==> src/rtl/ngc_counter_bank.sv <==
// ngc_counter_bank: bank of N_CH independent up/down counters sharing one
// programmable prescaler tick. Each channel has its own bounds, step, load and
// mode (wrap, one-shot, ping-pong).
//
// Ports
//   clk              clock, all logic on posedge
//   rst              synchronous reset, active-low
//   prescale         shared tick every prescale+1 cycles
//   enb/load/dir     per-channel enable, load strobe, requested direction (1=up)
//   mode             per-channel 2 bits: 00 wrap, 01 one-shot, 10 ping-pong, 11 wrap
//   load_value       per-channel value written on load
//   count_from_value per-channel lower bound
//   count_to_value   per-channel upper bound
//   step_value       per-channel increment/decrement per tick
//   count            per-channel current count
//   count_hit        one-cycle pulse when a step reaches or crosses a bound
//   done             one-shot finished, held until load or reset
//   cur_dir          direction in use (ping-pong state)
module ngc_counter_bank #(
  parameter int unsigned COUNT_WIDTH    = 8,
  parameter int unsigned STEP_WIDTH     = COUNT_WIDTH / 2,
  parameter int unsigned N_CH           = 4,
  parameter int unsigned PRESCALE_WIDTH = 8
) (
  input  logic                          clk,
  input  logic                          rst,
  input  logic [PRESCALE_WIDTH-1:0]     prescale,
  input  logic [N_CH-1:0]               enb,
  input  logic [N_CH-1:0]               load,
  input  logic [N_CH-1:0]               dir,
  input  logic [2*N_CH-1:0]             mode,
  input  logic [N_CH*COUNT_WIDTH-1:0]   load_value,
  input  logic [N_CH*COUNT_WIDTH-1:0]   count_from_value,
  input  logic [N_CH*COUNT_WIDTH-1:0]   count_to_value,
  input  logic [N_CH*STEP_WIDTH-1:0]    step_value,
  output logic [N_CH*COUNT_WIDTH-1:0]   count,
  output logic [N_CH-1:0]               count_hit,
  output logic [N_CH-1:0]               done,
  output logic [N_CH-1:0]               cur_dir
);

  // One extra bit so overflow and underflow (sign) are visible to the compares.
  localparam int unsigned AW = COUNT_WIDTH + 1;

  logic [PRESCALE_WIDTH-1:0] pre_cnt;
  logic                      tick;

  // Shared prescaler; a counter left above a newly lowered prescale wraps to 0.
  assign tick = (pre_cnt == prescale);

  always_ff @(posedge clk) begin
    if (!rst) begin
      pre_cnt <= '0;
    end else if (pre_cnt >= prescale) begin
      pre_cnt <= '0;
    end else begin
      pre_cnt <= pre_cnt + PRESCALE_WIDTH'(1);
    end
  end

  for (genvar i = 0; i < N_CH; i++) begin : g_ch
    logic [COUNT_WIDTH-1:0] lv;
    logic [COUNT_WIDTH-1:0] from_v;
    logic [COUNT_WIDTH-1:0] to_v;
    logic [STEP_WIDTH-1:0]  stp;
    logic [1:0]             md;
    logic                   pp;
    logic                   oneshot;
    logic                   use_up;
    logic                   step_en;
    logic                   hit;
    logic [AW-1:0]          nxt;
    logic [COUNT_WIDTH-1:0] cnt_q;
    logic                   hit_q;
    logic                   done_q;
    logic                   dir_q;

    assign lv      = load_value[i*COUNT_WIDTH +: COUNT_WIDTH];
    assign from_v  = count_from_value[i*COUNT_WIDTH +: COUNT_WIDTH];
    assign to_v    = count_to_value[i*COUNT_WIDTH +: COUNT_WIDTH];
    assign stp     = step_value[i*STEP_WIDTH +: STEP_WIDTH];
    assign md      = mode[2*i +: 2];
    assign pp      = (md == 2'b10);
    assign oneshot = (md == 2'b01);
    // Ping-pong follows its own direction state; other modes follow dir directly.
    assign use_up  = pp ? dir_q : dir[i];
    assign step_en = tick & enb[i] & ~done_q & (stp != '0);

    // Candidate next count and bound test; a negative result is a down hit.
    always_comb begin
      nxt = '0;
      hit = 1'b0;
      if (use_up) begin
        nxt = AW'(cnt_q) + AW'(stp);
        hit = (nxt >= AW'(to_v));
      end else begin
        nxt = AW'(cnt_q) - AW'(stp);
        hit = nxt[AW-1] | (nxt[COUNT_WIDTH-1:0] <= from_v);
      end
    end

    // Channel state: load > step > hold.
    always_ff @(posedge clk) begin
      if (!rst) begin
        cnt_q  <= '0;
        hit_q  <= 1'b0;
        done_q <= 1'b0;
        dir_q  <= 1'b1;
      end else if (load[i]) begin
        cnt_q  <= lv;
        hit_q  <= 1'b0;
        done_q <= 1'b0;
        dir_q  <= dir[i];
      end else begin
        hit_q <= 1'b0;
        if (!pp) begin
          dir_q <= dir[i];
        end
        if (step_en) begin
          if (!hit) begin
            cnt_q <= nxt[COUNT_WIDTH-1:0];
          end else begin
            hit_q <= 1'b1;
            if (pp) begin
              cnt_q <= use_up ? to_v : from_v;
              dir_q <= ~dir_q;
            end else if (oneshot) begin
              cnt_q  <= use_up ? to_v : from_v;
              done_q <= 1'b1;
            end else begin
              cnt_q <= use_up ? from_v : to_v;
            end
          end
        end
      end
    end

    assign count[i*COUNT_WIDTH +: COUNT_WIDTH] = cnt_q;
    assign count_hit[i] = hit_q;
    assign done[i]      = done_q;
    assign cur_dir[i]   = dir_q;
  end

endmodule

==> config.mk <==
export PLATFORM = sky130hd
export DESIGN_NAME = ngc_counter_bank
export DESIGN_NICKNAME = d
export VERILOG_FILES = /design/src/rtl/ngc_counter_bank.sv
export SDC_FILE = /design/constraint.sdc
export NUM_CORES = 1
export LEC_CHECK = 0
export CAP_MARGIN = 20
export CORE_MARGIN = 2
export CORE_UTILIZATION = 46
export DETAILED_ROUTE_END_ITERATION = 10
export PLACE_DENSITY = 0.79
export REMOVE_ABC_BUFFERS = 1
export SYNTH_ARGS = -nofsm -noshare
export SYNTH_HDL_FRONTEND = slang
export SYNTH_SLANG_ARGS = --single-unit
==> constraint.sdc <==
create_clock -name clk -period 3.8 [get_ports clk]
set_input_delay 0.76 -clock clk [delete_from_list [all_inputs] [get_ports clk]]
set_output_delay 0.76 -clock clk [all_outputs]
set_load 0.03 [all_outputs]
==> results.toml <==
[status]
status = "finished, final reports clean"

[yosys]
synth-main-ff-cell = "dfxtp_1"
syn_area_um2 = 7240
ys_warn_count = 0
avgSynthCellArea_um2 = 7.82
ys_seq_elements = 52
netlist_instances = 926
synthArstFlopShare_pct = 0
ys_seq_area_share_pct = 14.4
synth_edf_count = 0
synth_cell_types = 80

[placed_design]
gp_congestion = 0.930
dp_hpwl_mm = 18.9
pre_cts_ws_ns = -0.702
port_buffers = 185

[setup_path]
r2r_slack_ns = 0.33
setup.worst_path.start = "step_value[8]"
crit_path_end_kind = "flop"
r2r_start = "g_ch[2].cnt_q[0]$_SDFFE_PN0P_"
crit_family = "compound AO/OA/AOI/OAI gates"
cp_max_fo = 5
crit_buf_inv = 2
crit_chain = "clkdlybuf4s15_1, ha_2, inv_1, fa_2, a21o_1, a21oi_4, nand2_2, xnor2_2, ha_1, nand4_1, a31oi_1, a211o_1, o2111ai_2, nand2_2, mux2_4, a211oi_2"
cp.required_ns = 4.02
r2r_cells = 16
cp.arrival_ns = 3.93
r2r_end = "g_ch[2].cnt_q[0]$_SDFFE_PN0P_"
critPathMaxStageDelay_ns = 0.40
crit_slowest_cell = "fa_2"
crit_cells = 16
cp_common_cell = "nand2_2"
worstSetupPathType = "input port to flop"
endpoint = "g_ch[2].cnt_q[0]$_SDFFE_PN0P_"
crit_path_start_kind = "input port"

[cells_and_area]
fill_cells = 1224
fin_nets = 1441
drive_gt1_share_pct = 20.4
utilization_pct = 69.6
n_antenna_cell = 0
syn2layout_area_growth_pct = 47.1

[clock_network]
clkLatencyLatePin_ns = 0.31
clkTransAtPathRegs_ns = 0.07
cts_tree = "done"
root_buffer = "clkbuf_16"
htreeDepth = 2
cts_num_sinks = 52
ctsLongestPathBuffers = 2
cts_made_buffers = 5
postCtsHoldBufs = 0

[floorplanning]
die_h_um = 129
core_area_um2 = 15300
num_rows = 45
die_w_um = 129
initial_core_util_pct = 47.3
top_level_ports = 186
die_area_um2 = 16800

[power_and_ir_drop]
power_w = 0.00281
seq_power_share_pct = 22.9
sw_frac_of_total_pct = 39.5
cellLeakagePower_nw = 4.86
vdd_drop_max_mv = 0.182
p_sw_w = 0.00111
p_clk_share_pct = 17.5
share_comb_of_total_power_pct = 59.6
powerDensity_nw_per_um2 = 264
internal_power_w = 0.00170

[grt]
grt_pass1_vias = 7777
gr-total-overflow = 0
grt_first_pass_wirelength_mm = 38.0
grt_busiest_layer = "met2"
met3_usage_pct = 4.29
grt_start_max_net_pins = 23
antenna_found_initial = 0
use_met2_pct = 48.8
gr-usage-met1_pct = 35.9
grt_use_total_pct = 28.3

[drt]
routed_wl_mm = 24.5
routedWlPerCell_um = 17.5
first_pass_iters = 6
dr_total_vias = 7929
drcViolationCount = 0
via_per_inst = 5.67
drtAntennaViolNets = 0
drt_iter0_markers = 602

[timing]
fin_ws_ns = 0.0903
tns_ns = 0
hold_viol_final = 0
fin_skew_ns = 0.00490
fmax_ghz = 0.270
fin_crit_sh_pct = 97.6
worst_pin_slew_ns = 0.591
finalSetupViolCount = 0
drv_slew = 0
slew_headroom_pct = 60.5
period_minus_slack_ns = 3.71

[worst_hold_path]
hold_path.class = "flop to flop"

[run]
max_cap_violations = 0
logic make-up after synthesis:
kind of cell	synth area share, %
fa+ha+maj	20.4
mux	6.89
xor+xnor	7.74
flops	14.4
buf+inv	9.59
simple gates	17.7
compound gates	23.4
cell usage in the layout, fill, tap and decap left out, types with 34 or more instances in the layout:
cell and count:
dfxtp_1 52, nand3_1 34, a21oi_1 55, nor2_1 53
buf_4 116, ha_1 94, nand2_1 34, inv_1 100
clkdlybuf4s50_1 172, o21ai_0 43
cells in the mapped netlist, types with 4 or more instances:
| master | n | area, µm² |
|---|---|---|
| o211ai_1 | 22 | 165 |
| nor2b_1 | 13 | 81.3 |
| nand2b_1 | 19 | 119 |
| o31a_1 | 4 | 35.0 |
| inv_1 | 106 | 398 |
| ha_1 | 105 | 1310 |
| clkbuf_1 | 24 | 90.1 |
| or3_1 | 11 | 68.8 |
| nor3_1 | 19 | 95.1 |
| a211oi_1 | 8 | 60.1 |
| a21o_1 | 15 | 113 |
| and3_1 | 8 | 50.1 |
| a21boi_0 | 4 | 30.0 |
| mux2_2 | 10 | 113 |
| o2111ai_1 | 4 | 35.0 |
| o21ai_1 | 4 | 20.0 |
| nand3_1 | 34 | 170 |
| xnor2_1 | 37 | 324 |
| dfxtp_1 | 52 | 1040 |
| o21a_1 | 4 | 30.0 |
| mux2i_1 | 33 | 330 |
| o21ai_0 | 48 | 240 |
| a211oi_2 | 5 | 62.6 |
| a211o_1 | 4 | 35.0 |
| o31ai_1 | 4 | 30.0 |
| nand4_1 | 12 | 75.1 |
| nor4_1 | 6 | 37.5 |
| fa_1 | 8 | 160 |
| nand2_1 | 37 | 139 |
| xor2_1 | 27 | 236 |
| nor2_1 | 54 | 203 |
| buf_4 | 16 | 120 |
| a21oi_1 | 68 | 340 |
| nand3b_1 | 5 | 37.5 |
| a31oi_1 | 17 | 106 |
| buf_2 | 9 | 45.0 |
through the flow:
step	area, µm²	instances	hold WS [ns]
finish	10700	1398	0.501
global route	10700	1398	0.552
CTS	10300	1389	0.500
detailed placement	9800	1363	0.484
global placement	9800	1363	0.476
floorplan	6950	872	0.448
what timing repair did:
item	CTS	global route
setup buffers	18	9
pin swaps	35	48
endpoints found under the setup margin	42	43
resized for setup	49	64
layout make-up:
class / instances / area [µm²] / area share [%]
multi-input combinational: 714 / 5980 / 56.2
timing repair buffer: 307 / 2820 / 26.5
sequential: 52 / 1040 / 9.77
inverter: 106 / 398 / 3.74
tap: 211 / 264 / 2.48
clock buffer: 6 / 139 / 1.30
clock inverter: 2 / 10.0 / 0.0940
state kept, by name (all words and copies together) (netlist names):
signal,cells
g_ch.done_q,4
pre_cnt,8
g_ch.dir_q,4
g_ch.hit_q,4
g_ch.cnt_q,32
power by group through the flow:
| stage | sequential [W] | combinational [W] | clock (W) |
|---|---|---|---|
| global placement | 0.000649 | 0.00141 | 0 |
| detailed placement | 0.000649 | 0.00144 | 0 |
| CTS | 0.000639 | 0.00155 | 0.000501 |
| floorplan | 0.000689 | 0.000780 | 0 |
| finish | 0.000644 | 0.00168 | 0.000493 |
| global route | 0.000650 | 0.00181 | 0.000521 |
worst min-delay path by stage:
stage                          startpoint                     to  slack [ns]  depth (start not counted)
floorplan           pre_cnt[0]$_SDFF_PP0_  pre_cnt[0]$_SDFF_PP0_        0.45                          1
global placement    pre_cnt[0]$_SDFF_PP0_  pre_cnt[0]$_SDFF_PP0_        0.48                          1
detailed placement  pre_cnt[0]$_SDFF_PP0_  pre_cnt[0]$_SDFF_PP0_        0.48                          1
CTS                 pre_cnt[0]$_SDFF_PP0_  pre_cnt[0]$_SDFF_PP0_        0.50                          1
global route        pre_cnt[0]$_SDFF_PP0_  pre_cnt[0]$_SDFF_PP0_        0.55                          1
finish              pre_cnt[0]$_SDFF_PP0_  pre_cnt[0]$_SDFF_PP0_        0.50                          1
layer usage:
metal	share of wire, %	wire [µm]
met5	0	0
met4	3.3	801
met3	6.9	1690
met2	48	11700
met1	42	10300
Power figures use the tool's default switching activity.
